===== config.mk =====
export PLATFORM = sky130hd
export DESIGN_NAME = id_ex_fwd_stage_flat
export DESIGN_NICKNAME = d
export VERILOG_FILES = /design/src/rtl/id_ex_fwd_if.sv /design/src/rtl/id_ex_fwd_stage.sv /design/src/flat_wrapper.sv
export SDC_FILE = /design/constraint.sdc
export NUM_CORES = 1
export LEC_CHECK = 0
export ABC_AREA = 1
export CAP_MARGIN = 0
export CORE_MARGIN = 1
export CORE_UTILIZATION = 35
export CTS_CLUSTER_DIAMETER = 80
export DETAILED_ROUTE_END_ITERATION = 12
export GPL_TIMING_DRIVEN = 0
export PLACE_DENSITY = 0.71
export SKIP_LAST_GASP = 1
export SYNTH_ARGS = -nofsm -noshare
export SYNTH_HDL_FRONTEND = slang
export SYNTH_SLANG_ARGS = --single-unit

===== constraint.sdc =====
create_clock -name clk -period 4.57 [get_ports clk]
set_input_delay 0.914 -clock clk [delete_from_list [all_inputs] [get_ports clk]]
set_output_delay 0.914 -clock clk [all_outputs]
set_load 0.005 [all_outputs]

===== src/rtl/id_ex_fwd_if.sv =====
// Bus bundle between decode, the ID/EX forwarding stage and the ALU stage.
// The stage is the slave; the decode/bypass side (or a bench) is the master.
interface id_ex_fwd_if #(
  parameter int DATA_W  = 32,
  parameter int ADDR_W  = 5,
  parameter int OP_W    = 5,
  parameter int CTRL_W  = 8,
  parameter int NUM_SRC = 2,
  parameter int NUM_BP  = 2,
  parameter int CNT_W   = 16
) ();
  logic                        id_valid_i;
  logic [OP_W-1:0]             id_alu_op_i;
  logic [NUM_SRC*DATA_W-1:0]   id_src_data_i;
  logic [NUM_SRC*ADDR_W-1:0]   id_src_addr_i;
  logic [NUM_SRC-1:0]          id_src_used_i;
  logic [ADDR_W-1:0]           id_wr_addr_i;
  logic [CTRL_W-1:0]           id_ctrl_i;
  logic [NUM_BP*DATA_W-1:0]    bp_data_i;
  logic [NUM_BP*ADDR_W-1:0]    bp_addr_i;
  logic [NUM_BP-1:0]           bp_wen_i;
  logic [NUM_BP-1:0]           bp_is_load_i;
  logic                        stall_i;
  logic                        flush_i;
  logic                        hazard_o;
  logic                        ex_valid_o;
  logic [OP_W-1:0]             ex_alu_op_o;
  logic [NUM_SRC*DATA_W-1:0]   ex_src_data_o;
  logic [ADDR_W-1:0]           ex_wr_addr_o;
  logic [CTRL_W-1:0]           ex_ctrl_o;
  logic [DATA_W-1:0]           ex_store_data_o;
  logic [CNT_W-1:0]            bubble_cnt_o;

  modport master (
    output id_valid_i, id_alu_op_i, id_src_data_i, id_src_addr_i, id_src_used_i,
           id_wr_addr_i, id_ctrl_i, bp_data_i, bp_addr_i, bp_wen_i, bp_is_load_i,
           stall_i, flush_i,
    input  hazard_o, ex_valid_o, ex_alu_op_o, ex_src_data_o, ex_wr_addr_o,
           ex_ctrl_o, ex_store_data_o, bubble_cnt_o
  );

  modport slave (
    input  id_valid_i, id_alu_op_i, id_src_data_i, id_src_addr_i, id_src_used_i,
           id_wr_addr_i, id_ctrl_i, bp_data_i, bp_addr_i, bp_wen_i, bp_is_load_i,
           stall_i, flush_i,
    output hazard_o, ex_valid_o, ex_alu_op_o, ex_src_data_o, ex_wr_addr_o,
           ex_ctrl_o, ex_store_data_o, bubble_cnt_o
  );
endinterface


===== src/rtl/id_ex_fwd_stage.sv =====
// ID/EX pipeline register with priority operand forwarding, load-use bubble
// insertion, stall hold, flush and a saturating bubble counter.
module id_ex_fwd_stage #(
  parameter int DATA_W    = 32,
  parameter int ADDR_W    = 5,
  parameter int OP_W      = 5,
  parameter int CTRL_W    = 8,
  parameter int NUM_SRC   = 2,
  parameter int NUM_BP    = 2,
  parameter int STORE_SRC = 1,
  parameter int CNT_W     = 16
) (
  input  logic         clk,
  input  logic         rst,
  id_ex_fwd_if.slave   bus
);

  function automatic logic [CNT_W-1:0] sat_inc(input logic [CNT_W-1:0] v);
    return (&v) ? v : v + {{(CNT_W-1){1'b0}}, 1'b1};
  endfunction

  logic [NUM_SRC*DATA_W-1:0] fwd_data_p0;
  logic [NUM_SRC-1:0]        fwd_load_p0;
  logic                      hazard_p0;

  logic                      vld_p1;
  logic [OP_W-1:0]           op_p1;
  logic [NUM_SRC*DATA_W-1:0] src_p1;
  logic [ADDR_W-1:0]         wr_p1;
  logic [CTRL_W-1:0]         ctrl_p1;
  logic [DATA_W-1:0]         store_p1;
  logic [CNT_W-1:0]          cnt_p1;

  // Stage 0: per-operand forward select; channels are scanned oldest to
  // youngest so the lowest matching index overrides the others.
  always_comb begin
    fwd_data_p0 = bus.id_src_data_i;
    fwd_load_p0 = '0;
    for (int s = 0; s < NUM_SRC; s++) begin
      for (int c = NUM_BP - 1; c >= 0; c--) begin
        if (bus.bp_wen_i[c] &&
            (bus.bp_addr_i[c*ADDR_W +: ADDR_W] == bus.id_src_addr_i[s*ADDR_W +: ADDR_W]) &&
            (bus.id_src_addr_i[s*ADDR_W +: ADDR_W] != '0)) begin
          fwd_data_p0[s*DATA_W +: DATA_W] = bus.bp_data_i[c*DATA_W +: DATA_W];
          fwd_load_p0[s]                  = bus.bp_is_load_i[c];
        end
      end
    end
    hazard_p0 = bus.id_valid_i && |(fwd_load_p0 & bus.id_src_used_i);
  end

  assign bus.hazard_o = hazard_p0;

  // Stage 1: EX-side register; flush beats stall beats hazard bubble.
  always_ff @(posedge clk or posedge rst) begin
    if (rst) begin
      vld_p1   <= 1'b0;
      op_p1    <= '0;
      src_p1   <= '0;
      wr_p1    <= '0;
      ctrl_p1  <= '0;
      store_p1 <= '0;
      cnt_p1   <= '0;
    end else if (bus.flush_i || (!bus.stall_i && hazard_p0)) begin
      vld_p1   <= 1'b0;
      op_p1    <= '0;
      src_p1   <= '0;
      wr_p1    <= '0;
      ctrl_p1  <= '0;
      store_p1 <= '0;
      if (!bus.flush_i) cnt_p1 <= sat_inc(cnt_p1);
    end else if (!bus.stall_i) begin
      vld_p1   <= bus.id_valid_i;
      op_p1    <= bus.id_alu_op_i;
      src_p1   <= fwd_data_p0;
      wr_p1    <= bus.id_wr_addr_i;
      ctrl_p1  <= bus.id_ctrl_i;
      store_p1 <= fwd_data_p0[STORE_SRC*DATA_W +: DATA_W];
    end
  end

  assign bus.ex_valid_o      = vld_p1;
  assign bus.ex_alu_op_o     = op_p1;
  assign bus.ex_src_data_o   = src_p1;
  assign bus.ex_wr_addr_o    = wr_p1;
  assign bus.ex_ctrl_o       = ctrl_p1;
  assign bus.ex_store_data_o = store_p1;
  assign bus.bubble_cnt_o    = cnt_p1;

endmodule


===== src/flat_wrapper.sv =====
// flat-port wrapper written by rule: the top's interface ports become plain ports
module id_ex_fwd_stage_flat 
#(
  parameter int DATA_W    = 32,
  parameter int ADDR_W    = 5,
  parameter int OP_W      = 5,
  parameter int CTRL_W    = 8,
  parameter int NUM_SRC   = 2,
  parameter int NUM_BP    = 2,
  parameter int STORE_SRC = 1,
  parameter int CNT_W     = 16
)
  (clk, rst, bus_id_valid_i, bus_id_alu_op_i, bus_id_src_data_i, bus_id_src_addr_i, bus_id_src_used_i, bus_id_wr_addr_i, bus_id_ctrl_i, bus_bp_data_i, bus_bp_addr_i, bus_bp_wen_i, bus_bp_is_load_i, bus_stall_i, bus_flush_i, bus_hazard_o, bus_ex_valid_o, bus_ex_alu_op_o, bus_ex_src_data_o, bus_ex_wr_addr_o, bus_ex_ctrl_o, bus_ex_store_data_o, bus_bubble_cnt_o);
  id_ex_fwd_if #(.DATA_W(DATA_W), .ADDR_W(ADDR_W), .OP_W(OP_W), .CTRL_W(CTRL_W), .NUM_SRC(NUM_SRC), .NUM_BP(NUM_BP), .CNT_W(CNT_W)) bus_i ();
  input  logic clk;
  input  logic rst;
  input wire logic [$bits(bus_i.id_valid_i)-1:0] bus_id_valid_i;
  input wire logic [$bits(bus_i.id_alu_op_i)-1:0] bus_id_alu_op_i;
  input wire logic [$bits(bus_i.id_src_data_i)-1:0] bus_id_src_data_i;
  input wire logic [$bits(bus_i.id_src_addr_i)-1:0] bus_id_src_addr_i;
  input wire logic [$bits(bus_i.id_src_used_i)-1:0] bus_id_src_used_i;
  input wire logic [$bits(bus_i.id_wr_addr_i)-1:0] bus_id_wr_addr_i;
  input wire logic [$bits(bus_i.id_ctrl_i)-1:0] bus_id_ctrl_i;
  input wire logic [$bits(bus_i.bp_data_i)-1:0] bus_bp_data_i;
  input wire logic [$bits(bus_i.bp_addr_i)-1:0] bus_bp_addr_i;
  input wire logic [$bits(bus_i.bp_wen_i)-1:0] bus_bp_wen_i;
  input wire logic [$bits(bus_i.bp_is_load_i)-1:0] bus_bp_is_load_i;
  input wire logic [$bits(bus_i.stall_i)-1:0] bus_stall_i;
  input wire logic [$bits(bus_i.flush_i)-1:0] bus_flush_i;
  output wire logic [$bits(bus_i.hazard_o)-1:0] bus_hazard_o;
  output wire logic [$bits(bus_i.ex_valid_o)-1:0] bus_ex_valid_o;
  output wire logic [$bits(bus_i.ex_alu_op_o)-1:0] bus_ex_alu_op_o;
  output wire logic [$bits(bus_i.ex_src_data_o)-1:0] bus_ex_src_data_o;
  output wire logic [$bits(bus_i.ex_wr_addr_o)-1:0] bus_ex_wr_addr_o;
  output wire logic [$bits(bus_i.ex_ctrl_o)-1:0] bus_ex_ctrl_o;
  output wire logic [$bits(bus_i.ex_store_data_o)-1:0] bus_ex_store_data_o;
  output wire logic [$bits(bus_i.bubble_cnt_o)-1:0] bus_bubble_cnt_o;
  assign bus_i.id_valid_i = bus_id_valid_i;
  assign bus_i.id_alu_op_i = bus_id_alu_op_i;
  assign bus_i.id_src_data_i = bus_id_src_data_i;
  assign bus_i.id_src_addr_i = bus_id_src_addr_i;
  assign bus_i.id_src_used_i = bus_id_src_used_i;
  assign bus_i.id_wr_addr_i = bus_id_wr_addr_i;
  assign bus_i.id_ctrl_i = bus_id_ctrl_i;
  assign bus_i.bp_data_i = bus_bp_data_i;
  assign bus_i.bp_addr_i = bus_bp_addr_i;
  assign bus_i.bp_wen_i = bus_bp_wen_i;
  assign bus_i.bp_is_load_i = bus_bp_is_load_i;
  assign bus_i.stall_i = bus_stall_i;
  assign bus_i.flush_i = bus_flush_i;
  assign bus_hazard_o = bus_i.hazard_o;
  assign bus_ex_valid_o = bus_i.ex_valid_o;
  assign bus_ex_alu_op_o = bus_i.ex_alu_op_o;
  assign bus_ex_src_data_o = bus_i.ex_src_data_o;
  assign bus_ex_wr_addr_o = bus_i.ex_wr_addr_o;
  assign bus_ex_ctrl_o = bus_i.ex_ctrl_o;
  assign bus_ex_store_data_o = bus_i.ex_store_data_o;
  assign bus_bubble_cnt_o = bus_i.bubble_cnt_o;
  id_ex_fwd_stage #(.DATA_W(DATA_W), .ADDR_W(ADDR_W), .OP_W(OP_W), .CTRL_W(CTRL_W), .NUM_SRC(NUM_SRC), .NUM_BP(NUM_BP), .STORE_SRC(STORE_SRC), .CNT_W(CNT_W)) u_core (.clk(clk), .rst(rst), .bus(bus_i));
endmodule

; ---- After elaboration in Yosys (flattened, before gate mapping)
; Index checks and enable logic that the tools add are counted.
; Widths: inputs -> output; s select.
[totals]
regBits = 131
output_inout_bits = 132
wordCells = 53
inputBits = 177
[classes]
reduce_logical = 17
n_eq_ne = 5
mux = 20
bitwise = 3
n_addsub = 1
[op_table]
columns = cell, count
row1 = $mux 32, 6
row2 = $mux 64, 2
row3 = $eq 5x5->1, 4
row4 = $mux 5, 4
row5 = $add 16x1->16 const B, 1
row6 = $mux 8, 2
row7 = $reduce_and 16->1, 1
row8 = $logic_and 1x1->1, 10
row9 = $reduce_bool 5->1, 2
row10 = $mux 1, 6
row11 = $reduce_and 3->1, 1
row12 = $and 2x2->2, 1
row13 = $ne 2x1->1 const B, 1
row14 = $not 1->1, 2
row15 = $reduce_or 2->1, 1
row16 = $logic_not 1->1, 1
row17 = $logic_or 1x1->1, 1

; ---- Logic depth before layout (Yosys ltp)
; Gate-level depths: netlist of the first run.
[logic_depth]
depth_word = 11
mapped_depth = 17
mapped_depth_nobuf = 16

; ---- Worst setup path after synthesis of the first run
; No wires, ideal clock.
[synth_timing]
kind = input port to output port
from = input port bus_id_src_addr_i[7]
to = output port bus_hazard_o
setup_slack_ns = 1.978
required_ns = 3.656
n_path_buf = 0
cell_stages = 10
arrival_time_ns = 1.678
path_cell_list = or2_0 -> nor2_2 -> nor2_1 -> nand3_1 -> nand2_1 -> clkinv_1 -> nand2_1 -> nand2_2 -> nand2_2 -> inv_1
[synth_between]
elab_chain_cells = 8
word_cells_on_any_way = 12
classes_between = 2 x eq/ne / 2 x mux / 1 x bitwise / 7 x reduce/logical
[synth_lines]
columns = element, line
row1 = start: declaration, flat_wrapper.sv:20  ; input wire logic [$bits(bus_i.id_src_addr_i)-1:0] bus_id_src_addr_i;
row2 = $eq 5x5->1, id_ex_fwd_stage.sv:42  ; (bus.bp_addr_i[c*ADDR_W +: ADDR_W] == bus.id_src_addr_i[s*ADDR_W +: ADDR_W]) &&
row3 = $logic_and 1x1->1, id_ex_fwd_stage.sv:41  ; if (bus.bp_wen_i[c] &&
row4 = $logic_and 1x1->1, id_ex_fwd_stage.sv:42
row5 = $mux 1, id_ex_fwd_stage.sv:41
row6 = $mux 1 (*), id_ex_fwd_stage.sv:41
row7 = $and 2x2->2 (*), id_ex_fwd_stage.sv:49  ; hazard_p0 = bus.id_valid_i && |(fwd_load_p0 & bus.id_src_used_i);
row8 = $reduce_or 2->1 (*), id_ex_fwd_stage.sv:49
row9 = $logic_and 1x1->1 (*), id_ex_fwd_stage.sv:49
row10 = end: declaration, flat_wrapper.sv:30  ; output wire logic [$bits(bus_i.hazard_o)-1:0] bus_hazard_o;
; Mark *: on every way between the ends. The rest lies on a longest branch, timed or not.

; ---- Worst setup path after layout of the first run
[layout_timing]
from = input port bus_id_src_addr_i[6]
to = output port bus_hazard_o
; Same word-level chain as after synthesis.

==> impl_metrics.env, run 1 <==
export IMPL_outcome="complete, no violations"
export IMPL_ys_seq_elements=99
export IMPL_max_freq_mhz=267
export IMPL_via_count_of_the_first_global_routing_pass=6902
export IMPL_cp_max_fo=3
export IMPL_footprint_of_the_multi_input_gates_sq_mm=0.00294
export IMPL_ys_warn_count=0
export IMPL_cts_clock_pin_slew_for_the_worst_setup_and_hold_paths_ns=0.06
export IMPL_worst_skew_pair_late_latency_ns=0.35
export IMPL_cts_setup_buffers=0
export IMPL_setup_viol=0
export IMPL_start_util_pct=36.0
export IMPL_routed_via_density=4.93
export IMPL_ctsResizeCount=0
export IMPL_synth_cell_types=31
export IMPL_critPathCaptureType="output port"
export IMPL_drc=0
export IMPL_drtAntennaViolNets=0
export IMPL_pin_count=309
export IMPL_worst_slew_pin_transition_ns=0.723
export IMPL_detailroute_via_count=7083
export IMPL_storage_cell_area_sq_mm=0.00248
export IMPL_die_width_um=136
export IMPL_first_pass_grt_wire_length_um=36200
export IMPL_synth_fp_nets=1063
export IMPL_chipHeight_um=136
export IMPL_period_share_pct=82.0
export IMPL_slew_headroom_pct=51.8
export IMPL_die_area_sq_mm=0.0185
export IMPL_grt_usage_pct=25.6
export IMPL_max_cap_violations=0
export IMPL_worst_slack_ns=0.822
export IMPL_global_route_usage_met2_pct=44.0
export IMPL_ctsLongestPathBuffers=2
export IMPL_final_layout_size_suffix_gt1_share_pct=8.27
export IMPL_h_tree_depth=3
export IMPL_arrival_time_reported_for_the_critical_path_endpoint_ns=2.83
export IMPL_static_leakage_power_uw=0.00450
export IMPL_required_ns=3.66
export IMPL_fillers=1698
export IMPL_wl_per_cell_um=16.4
export IMPL_vdd_ir_drop_worst_mv=0.168
export IMPL_cellPowerDensity_mw_per_mm2=248
export IMPL_grt_util_met3_pct=5.22
export IMPL_starting_drt_drc_count=474
export IMPL_cts_hold_buffers_added=0
export IMPL_drv_slew=0
export IMPL_floorplan_core_area_sq_mm=0.0174
export IMPL_syn_mean_instance_area_sq_um=7.09
export IMPL_gp_routability_congestion=0.916
export IMPL_clock_tree_from_tritoncts="built"
export IMPL_syn_cell_area_sq_mm=0.00628
export IMPL_startpoint_type="primary input"
export IMPL_timing_hold_worst_class="flop to flop"
export IMPL_yosysSeqAreaShare_pct=39.5
export IMPL_cts_buffers_inserted=9
export IMPL_grt_overflow_total=0
export IMPL_buffer_ports_inserted=308
export IMPL_std_cell_rows=48
export IMPL_crit_type="primary input to output port"
export IMPL_post_layout_total_power_uw=2470
export IMPL_instance_count_of_the_mapped_netlist=885
export IMPL_dp_hpwl_um=18600
export IMPL_detailedPlace_worstSlack_ns=0.791
export IMPL_cts_sinks=99
export IMPL_period_minus_slack_ns=3.75
export IMPL_final_hold_violation_count=0
export IMPL_wirelength_um=23600
export IMPL_timing_clock_skew_ns=0.00684
export IMPL_grt_busiest_layer="met2"
export IMPL_relative_area_change_from_synthesis_to_final_layout_pct=58.8
export IMPL_detailed_routing_iterations_pass_1=5
export IMPL_clk_root_buffer_cell="sky130_fd_sc_hd__clkbuf_16"
export IMPL_antenna_found_initial=2
export IMPL_grt_start_max_net_pins=58
export IMPL_rsz0062_at_grt="no"
export IMPL_worst_hold_margin_ns=0.486
export IMPL_nets=1383
export IMPL_global_route_usage_met1_pct=31.5
[placed cells by master (no fill, tap or decap), drive strengths merged]
| cell type | netlist | final |
|---|---|---|
| and2 | 1 | 1 |
| nand3 | 59 | 59 |
| clkinvlp | 0 | 1 |
| o21ai | 55 | 55 |
| bufinv | 0 | 1 |
| xnor2 | 7 | 7 |
| buf | 69 | 70 |
| clkinv | 1 | 3 |
| xor2 | 4 | 4 |
| a31oi | 31 | 31 |
| or2 | 1 | 1 |
| diode | 0 | 2 |
| nor3 | 5 | 5 |
| nor2 | 50 | 50 |
| ha | 1 | 1 |
| nand2 | 330 | 330 |
| o211ai | 67 | 67 |
| clkdlybuf4s50 | 0 | 308 |
| and3 | 1 | 1 |
| nand4 | 2 | 2 |
| a21oi | 4 | 4 |
| clkbuf | 18 | 29 |
| dfrtp | 99 | 99 |
| inv | 78 | 78 |
| nor4 | 2 | 2 |
[sequential cells by signal (all words and copies together), names as in the netlist]
signal / count
u_core.bus.ex_src_data_o: 33
u_core.bus.ex_store_data_o: 31
u_core.bus.bubble_cnt_o: 16
u_core.bus.ex_ctrl_o: 8
u_core.bus.ex_alu_op_o: 5
u_core.bus.ex_wr_addr_o: 5
u_core.bus.ex_valid_o: 1
[synthesized netlist by cell type]
cell                         n  area share, %
sky130_fd_sc_hd__buf_6      12            2.2
sky130_fd_sc_hd__nand4_1     2           0.20
sky130_fd_sc_hd__nor4_1      2           0.20
sky130_fd_sc_hd__nand2_1   325             19
sky130_fd_sc_hd__and2_1      1           0.10
sky130_fd_sc_hd__a21oi_1     4           0.32
sky130_fd_sc_hd__or2_0       1           0.10
sky130_fd_sc_hd__ha_1        1           0.20
sky130_fd_sc_hd__clkbuf_1   17            1.0
sky130_fd_sc_hd__nor2_2      5           0.50
sky130_fd_sc_hd__inv_2       4           0.24
sky130_fd_sc_hd__xnor2_1     7           0.98
sky130_fd_sc_hd__buf_4      33            3.9
sky130_fd_sc_hd__clkinv_1    1          0.060
sky130_fd_sc_hd__buf_1       3           0.18
sky130_fd_sc_hd__o211ai_1   67            8.0
sky130_fd_sc_hd__a31oi_1    31            3.1
sky130_fd_sc_hd__buf_2      21            1.7
sky130_fd_sc_hd__inv_1      74            4.4
sky130_fd_sc_hd__xor2_1      4           0.56
sky130_fd_sc_hd__nor3_1      2           0.16
sky130_fd_sc_hd__dfrtp_1    99             39
sky130_fd_sc_hd__o21ai_1    43            3.4
sky130_fd_sc_hd__nor3_2      3           0.48
sky130_fd_sc_hd__clkbuf_2    1          0.080
sky130_fd_sc_hd__nor2_1     45            2.7
sky130_fd_sc_hd__nand2_4     1           0.18
sky130_fd_sc_hd__nand2_2     4           0.40
sky130_fd_sc_hd__nand3_1    59            4.7
sky130_fd_sc_hd__and3_1      1           0.10
sky130_fd_sc_hd__o21ai_0    12           0.96
[worst paths after layout]
path	from	end	slack [ns]	depth (start not counted)
worst max-delay path	bus_id_src_addr_i[6]	bus_hazard_o	0.82	12
worst min-delay path	u_core.bus.ex_src_data_o[8]$_DFFE_PP0P_	u_core.bus.ex_src_data_o[8]$_DFFE_PP0P_	0.49	2
worst max register to register	u_core.bus.bubble_cnt_o[0]$_DFFE_PP0P_	u_core.bus.bubble_cnt_o[13]$_DFFE_PP0P_	2.46	13
worst min register to register	u_core.bus.ex_src_data_o[8]$_DFFE_PP0P_	u_core.bus.ex_src_data_o[8]$_DFFE_PP0P_	0.49	2
max in group asynchronous	rst	u_core.bus.ex_store_data_o[27]$_DFFE_PP0P_	2.88	3
min in group asynchronous	rst	u_core.bus.ex_store_data_o[15]$_DFFE_PP0P_	0.98	2
[routing by layer]
metal  vias up  routed length [um]
li1       3491                   -
met1      3278                9670
met2       279               11700
met3        35                1680
met4         0                 575
met5         -                   0
[metrics by stage]
| step | setup TNS (ns) | area [sq um] | std cells | util [%] |
|---|---|---|---|---|
| after floorplan | 0 | 6280 | 885 | - |
| after global placement | -55.18 | 9640 | 1418 | 55.4 |
| after detailed placement | 0 | 9670 | 1419 | 55.5 |
| after CTS | 0 | 9970 | 1434 | 57.2 |
| after global routing | 0 | 9970 | 1435 | 57.2 |
| final | 0 | 9970 | 1436 | 57.3 |
[worst max-delay path, cell delays in order]
cell,delay (ns)
sky130_fd_sc_hd__clkdlybuf4s50_1,0.52
sky130_fd_sc_hd__inv_1,0.09
sky130_fd_sc_hd__nand2_1,0.07
sky130_fd_sc_hd__nand3_1,0.10
sky130_fd_sc_hd__nor2_1,0.16
sky130_fd_sc_hd__nand2_1,0.10
sky130_fd_sc_hd__nand2_1,0.07
sky130_fd_sc_hd__nand2_1,0.06
sky130_fd_sc_hd__nand2_2,0.09
sky130_fd_sc_hd__nand2_2,0.08
sky130_fd_sc_hd__inv_1,0.09
sky130_fd_sc_hd__clkdlybuf4s50_1,0.50
[power breakdown]
part	internal [uW]	switching [uW]
Sequential	944	57.3
Clock	438	348
Combinational	413	273
[cell type report]
| type | instances | share of cell area [%] |
|---|---|---|
| repair buffers | 309 | 31.2 |
| inverters | 79 | 3.00 |
| multi-input cells | 620 | 29.4 |
| plain buffers | 87 | 5.70 |
| diodes | 2 | 0.0502 |
| clock buffers | 11 | 2.43 |
| well taps | 225 | 2.82 |
| flip-flops and latches | 99 | 24.8 |
| clock inverters | 4 | 0.514 |
[logic make-up after synthesis]
logic type	synth area share, %
adder cells (fa/ha/maj)	0.199
flip-flops	39.5
AO/OA/AOI/OAI	15.8
AND/OR/NAND/NOR	29.2
XOR/XNOR	1.53
buffers and inverters	13.8
(Power assumes the default switching activity.)
==> run 2, diff against run 1 <==
clock period = 3.7 ns   (was 4.57 ns; I/O delays follow)
==> results of run 2 <==
Same layout as run 1 (identical final DEF). Status: complete, no violations.
Among the figures that moved: setup slack after placement 0.791 ns -> 0.269 ns; setup slack after layout 0.822 ns -> 0.300 ns; register-to-register setup slack 2.46 ns -> 1.59 ns; total power 2470 uW -> 3050 uW; worst IR drop on VDD 0.168 mV -> 0.207 mV
